--- config.mk ---
export PLATFORM = sky130hd
export DESIGN_NAME = unidade_controle_jogo
export DESIGN_NICKNAME = d
export VERILOG_FILES = /design/src/rtl/unidade_controle_pkg.sv /design/src/rtl/contador_timeout.sv /design/src/rtl/unidade_controle_jogo.sv
export SDC_FILE = /design/constraint.sdc
export NUM_CORES = 1
export LEC_CHECK = 0
export BUFFER_PORTS_ARGS = -buffer_cell sky130_fd_sc_hd__buf_2
export CORE_AREA = 2 2 39 41
export CTS_BUF_LIST = sky130_fd_sc_hd__clkbuf_8
export DETAILED_ROUTE_END_ITERATION = 12
export DIE_AREA = 0 0 41 43
export SKIP_LAST_GASP = 1
export SYNTH_ARGS = -nofsm -noshare
export SYNTH_HDL_FRONTEND = slang
export SYNTH_HIERARCHICAL = 1
export SYNTH_SLANG_ARGS = --single-unit
--- constraint.sdc ---
create_clock -name clock -period 2.5 [get_ports clock]
set_input_delay 0.125 -clock clock [delete_from_list [all_inputs] [get_ports clock]]
set_output_delay 0.125 -clock clock [all_outputs]
set_load 0.02 [all_outputs]
--- src/rtl/unidade_controle_pkg.sv ---
// Shared state encoding for the game control unit and its debug display.
// Codes are fixed so the 7-segment decoder shows the documented values.
package unidade_controle_pkg;

  localparam int ESTADO_W = 4;

  typedef enum logic [ESTADO_W-1:0] {
    INICIAL     = 4'h0,
    PREPARACAO  = 4'h1,
    ESPERA      = 4'h2,
    REGISTRA    = 4'h4,
    COMPARACAO  = 4'h5,
    PROXIMO     = 4'h6,
    FIM_ACERTOU = 4'hA,
    FIM_TIMEOUT = 4'hD,
    FIM_ERROU   = 4'hE
  } estado_t;

  function automatic logic eh_final(input estado_t e);
    return (e == FIM_ACERTOU) || (e == FIM_ERROU) ||
           (e == FIM_TIMEOUT);
  endfunction

endpackage

--- src/rtl/contador_timeout.sv ---
// Modulo counter with synchronous clear, enable and terminal-count flag.
// Used by the game control unit to bound time spent waiting for a play.
module contador_timeout #(
  parameter int MODULO = 3000,
  parameter int W      = (MODULO > 1) ? $clog2(MODULO) : 1
) (
  input  logic clock,
  input  logic reset,
  input  logic zera,
  input  logic conta,
  output logic fim
);

  localparam logic [W-1:0] ULTIMO = W'(MODULO - 1);

  logic [W-1:0] q;

  always_ff @(posedge clock or posedge reset) begin
    if (reset) begin
      q <= '0;
    end else if (zera) begin
      q <= '0;
    end else if (conta) begin
      q <= (q == ULTIMO) ? '0 : q + 1'b1;
    end
  end

  assign fim = (q == ULTIMO);

endmodule

--- src/rtl/unidade_controle_jogo.sv ---
// Moore FSM sequencing the counter/comparator datapath of the memory game.
// Optional wait timeout is built only when TIMEOUT_EN is defined.
module unidade_controle_jogo #(
  parameter int TIMEOUT_CICLOS = 3000,
  parameter int ESTADO_W       = unidade_controle_pkg::ESTADO_W
) (
  input  logic                clock,
  input  logic                reset,
  input  logic                iniciar,
  input  logic                jogada,
  input  logic                igual,
  input  logic                fim,
  output logic                zera_c,
  output logic                conta_c,
  output logic                zera_r,
  output logic                registra_r,
  output logic                pronto,
  output logic                acertou,
  output logic                errou,
  output logic                timeout,
  output logic [ESTADO_W-1:0] db_estado
);

  import unidade_controle_pkg::*;

  estado_t estado;
  estado_t prox;

  always_ff @(posedge clock or posedge reset) begin
    if (reset) begin
      estado <= INICIAL;
    end else begin
      estado <= prox;
    end
  end

`ifdef TIMEOUT_EN
  logic em_espera;
  logic fim_tempo;

  assign em_espera = (estado == ESPERA);

  contador_timeout #(
    .MODULO(TIMEOUT_CICLOS)
  ) u_timeout (
    .clock(clock),
    .reset(reset),
    .zera (!em_espera),
    .conta(em_espera),
    .fim  (fim_tempo)
  );
`endif

  always_comb begin
    prox       = estado;
    zera_c     = 1'b0;
    conta_c    = 1'b0;
    zera_r     = 1'b0;
    registra_r = 1'b0;
    pronto     = 1'b0;
    acertou    = 1'b0;
    errou      = 1'b0;
    timeout    = 1'b0;
    case (estado)
      INICIAL: begin
        if (iniciar) prox = PREPARACAO;
      end
      PREPARACAO: begin
        zera_c = 1'b1;
        zera_r = 1'b1;
        prox   = ESPERA;
      end
      ESPERA: begin
        if (jogada) prox = REGISTRA;
`ifdef TIMEOUT_EN
        else if (fim_tempo) prox = FIM_TIMEOUT;
`endif
      end
      REGISTRA: begin
        registra_r = 1'b1;
        prox       = COMPARACAO;
      end
      COMPARACAO: begin
        if (!igual)   prox = FIM_ERROU;
        else if (fim) prox = FIM_ACERTOU;
        else          prox = PROXIMO;
      end
      PROXIMO: begin
        conta_c = 1'b1;
        prox    = ESPERA;
      end
      FIM_ACERTOU: begin
        pronto  = 1'b1;
        acertou = 1'b1;
        if (iniciar) prox = PREPARACAO;
      end
      FIM_ERROU: begin
        pronto = 1'b1;
        errou  = 1'b1;
        if (iniciar) prox = PREPARACAO;
      end
`ifdef TIMEOUT_EN
      FIM_TIMEOUT: begin
        pronto  = 1'b1;
        errou   = 1'b1;
        timeout = 1'b1;
        if (iniciar) prox = PREPARACAO;
      end
`endif
      default: begin
        prox = INICIAL;
      end
    endcase
  end

  assign db_estado = ESTADO_W'(estado);

endmodule

==> summary.txt <==
Outcome
  • Outcome: complete, no violations

Worst setup path
  • CP max-delay cell: dfrtp_1
  • Setup crit end kind: output port
  • Worst EP required: between 2 and 2.5 ns
  • FF-to-FF Start: db_estado[3]
  • Worst R2R End: db_estado[2]
  • Cells along the critical path: inv_1 -> nand3b_1 -> nor2_1 -> buf_2
  • Slowest Stage Delay on Critical Path: 0.42 ns
  • Register-to-Register Setup Slack: between 1 and 1.5 ns
  • R2R depth: 3
  • CP Class: flop to output port
  • Max FO, Critical Path: 8
  • Worst Path Buf+Inv: 2
  • Worst setup SP type: flop
  • CP arrival: 1.27 ns
  • CP top delay family: flip-flops

Die
  • Ports: 18
  • Chip Width: 41 µm
  • Die Y: 43 µm
  • Initial Util: 19.4%
  • Core Rows: 14
  • Total core area: 1380 µm²
  • Die area: 1760 µm²

Worst hold path
  • Hold depth: 3
  • HP Class: primary input to flop
  • End of the worst hold path: db_estado[0]
  • Hold Crit Start: iniciar

Synthesis
  • Register area share after synthesis: 37.2%
  • Mux cell area share after synthesis: 0%
  • Cell taking the most area after synthesis: dfrtp_1
  • Avg Cell Area, Syn: 7.91 µm²
  • Post-synthesis compound-gate area fraction: 20.9%
  • Post-synthesis simple-gate area fraction: 30.7%
  • Share of the synthesized area in the top cell type: 37.2%
  • Post-synthesis sequential element count: 4
  • Main combinational cell family by area after synthesis: simple AND/OR/NAND/NOR gates
  • Post-Synth Adder-Cell Area: 0%
  • Xor/xnor share of the synthesized area: 0%
  • Synth top area cells: dfrtp_1 (37%), nor2_1 (7.0%), buf_4 (5.6%)
  • Library cells used by synthesis: 18
  • Cell area after synthesis: 269 µm²
  • Cells after synthesis: 34
  • Synth Net Count: 40
  • Synth Warn #: 6

Global route
  • Vias in the first global route: approximately 250
  • Largest net degree at the start of global routing: 11
  • Grt ovf: 0
  • GRT Resource Usage Total: 10.1%
  • Initial antenna violation count: 0
  • Global-route wire length before repair: about 1.0 mm

Final layout
  • Layout cells sized above 1: 40.4%
  • Nets: 60
  • Largest register FFs: 4
  • Diodes inserted: 0
  • Area Overhead vs Synth: 50.7%
  • Filler cell count in the final layout: between 150 and 200
  • Reg area: 100 µm²
  • Multi-input logic area: 143 µm²

Clocking
  • CTS buffer count: 3
  • Clock Path Buffers: 2
  • H-Tree Depth: 1
  • CTS tree: yes
  • Root Buffer: clkbuf_8
  • Clk_lat worst skew: approximately 0.22 ns
  • CTS Sinks: 4
  • Clock transition at path regs: 0.03 ns

Routing
  • TritonRoute pass-1 iters: 4
  • Vias per cell: 4.40
  • Detailed-route wire length: 696 µm
  • Routed length per instance: 10.2 µm
  • Antenna-violating nets left: 0
  • Detailed-route via count: around 300
  • DR DRC count: 0
  • DRT iter0 DRCs: 9

Timing
  • Setup TNS: 0 ns
  • Period utilization: 55.7%
  • Max Clk Rate: 0.718 GHz
  • Count of final max-slew check failures: 0
  • Setup ws final: 1.11 ns
  • Clock skew: approximately 0.0036 ns
  • Period minus WS final: 1.39 ns
  • RSZ-0062 raised after global routing: false
  • Final hold vios: 0
  • Final setup violation count: 0

Job
  • Max Cap Viol: 0

Placed design
  • Gpl congestion: 0.694
  • Port bufs: 16
  • Pre-CTS setup slack: 1.35 ns

Pwr
  • Leakage power: about 0.21 nW
  • Pwr Total: 0.000512 W
  • Pwr Density: 1260 nW/µm²
  • Worst IR Drop VDD: ~0.00036 V
[worst register-to-register path: cells and delay by family, from the launching register on]
kind | cells | cell delay (ns)
AO/OA/AOI/OAI | 2 | 0.39
flip-flops | 1 | 0.42
AND/OR/NAND/NOR | 1 | 0.22
[placed cells by master (no fill, tap or decap), drive strengths merged]
master       netlist  routed
nand2b             3       3
nand3b             1       1
clkbuf             0       3
nor3               2       2
dfrtp              4       4
a22oi              1       1
nor2               5       5
inv                3       3
o21ai              4       4
o2bb2ai            1       1
dlygate4sd3        0       1
conb               1       1
and3               1       1
a21oi              2       2
a311o              1       1
buf                2      16
nor2b              2       2
nand3              1       1
[synthesized netlist by cell type]
cell type and number:
a311o_1 1, nor3_1 2, nand3b_1 1, and3_2 1, o21ai_1 2, o2bb2ai_1 1
o21ai_0 2, nand3_1 1, nand2b_2 1, nor2_1 5, a22oi_1 1, dfrtp_1 4
nor2b_1 2, buf_4 2, nand2b_1 2, inv_1 3, conb_1 1, a21oi_1 2
[power breakdown]
| part | internal (W) | total, W | leakage (nW) | switching (W) |
|---|---|---|---|---|
| logic | 0.0000894 | 0.000236 | 0.138 | 0.000146 |
| clock network | 0.000102 | 0.000135 | 0.0216 | 0.0000321 |
| registers | 0.0000912 | 0.000141 | 0.0523 | 0.0000499 |
| total | 0.000283 | 0.000512 | 0.212 | 0.000228 |
[kinds of logic (layout without fill, tap and decap cells)]
logic type             after synthesis  in the layout
and+or+nand+nor                     15             15
buffers and inverters                5             23
other                                1              1
AOI/OAI and AO/OA                    9              9
DFF                                  4              4
[how the worst max path moves through the flow]
stage,start,end,slack [ns],cells past startpoint
2_1_floorplan,db_estado[3],zera_r,1.09,4
3_3_place_gp,db_estado[3],zera_c,1.37,4
3_5_place_dp,db_estado[3],zera_c,1.35,4
4_1_cts,db_estado[3],zera_c,1.11,4
5_1_grt,db_estado[3],zera_c,1.03,4
6_report,db_estado[3],zera_c,1.11,4
[what timing repair did]
action | 4_1_cts | 5_1_grt
hold endpoints to repair | 4 | 0
hold buffers | 1 | 0
setup buffers | 0 | 0
gates resized for setup | 0 | 0
[layout make-up]
type	instances	share of cell area (%)
Tap cell	16	4.94
Timing Repair Buffer	17	22.2
Inverter	3	2.78
Sequential cell	4	24.7
Clock buffer	3	10.2
Multi-Input combinational cell	25	35.2
[per-layer routing]
metal | global-route usage, % | share of wire, % | vias to the layer above
li1 | - | - | 150
met5 | 0 | 0 | -
met2 | 11.6 | 46 | 11
met4 | 16.0 | 7.6 | 0
met1 | 10.8 | 41 | 134
met3 | 3.14 | 5.3 | 4
[per-stage QoR]
stage	cell area, µm²	util (%)	hold WS [ns]	cells
after global placement	354	25.6	0.0135	64
after global routing	405	29.3	0.237	68
final	405	29.3	0.204	68
after detailed placement	354	25.6	0.0166	64
after floorplan	269	-	-0.109	34
after CTS	405	29.3	0.207	68
Note: power is estimated with default switching activity, not from simulation.
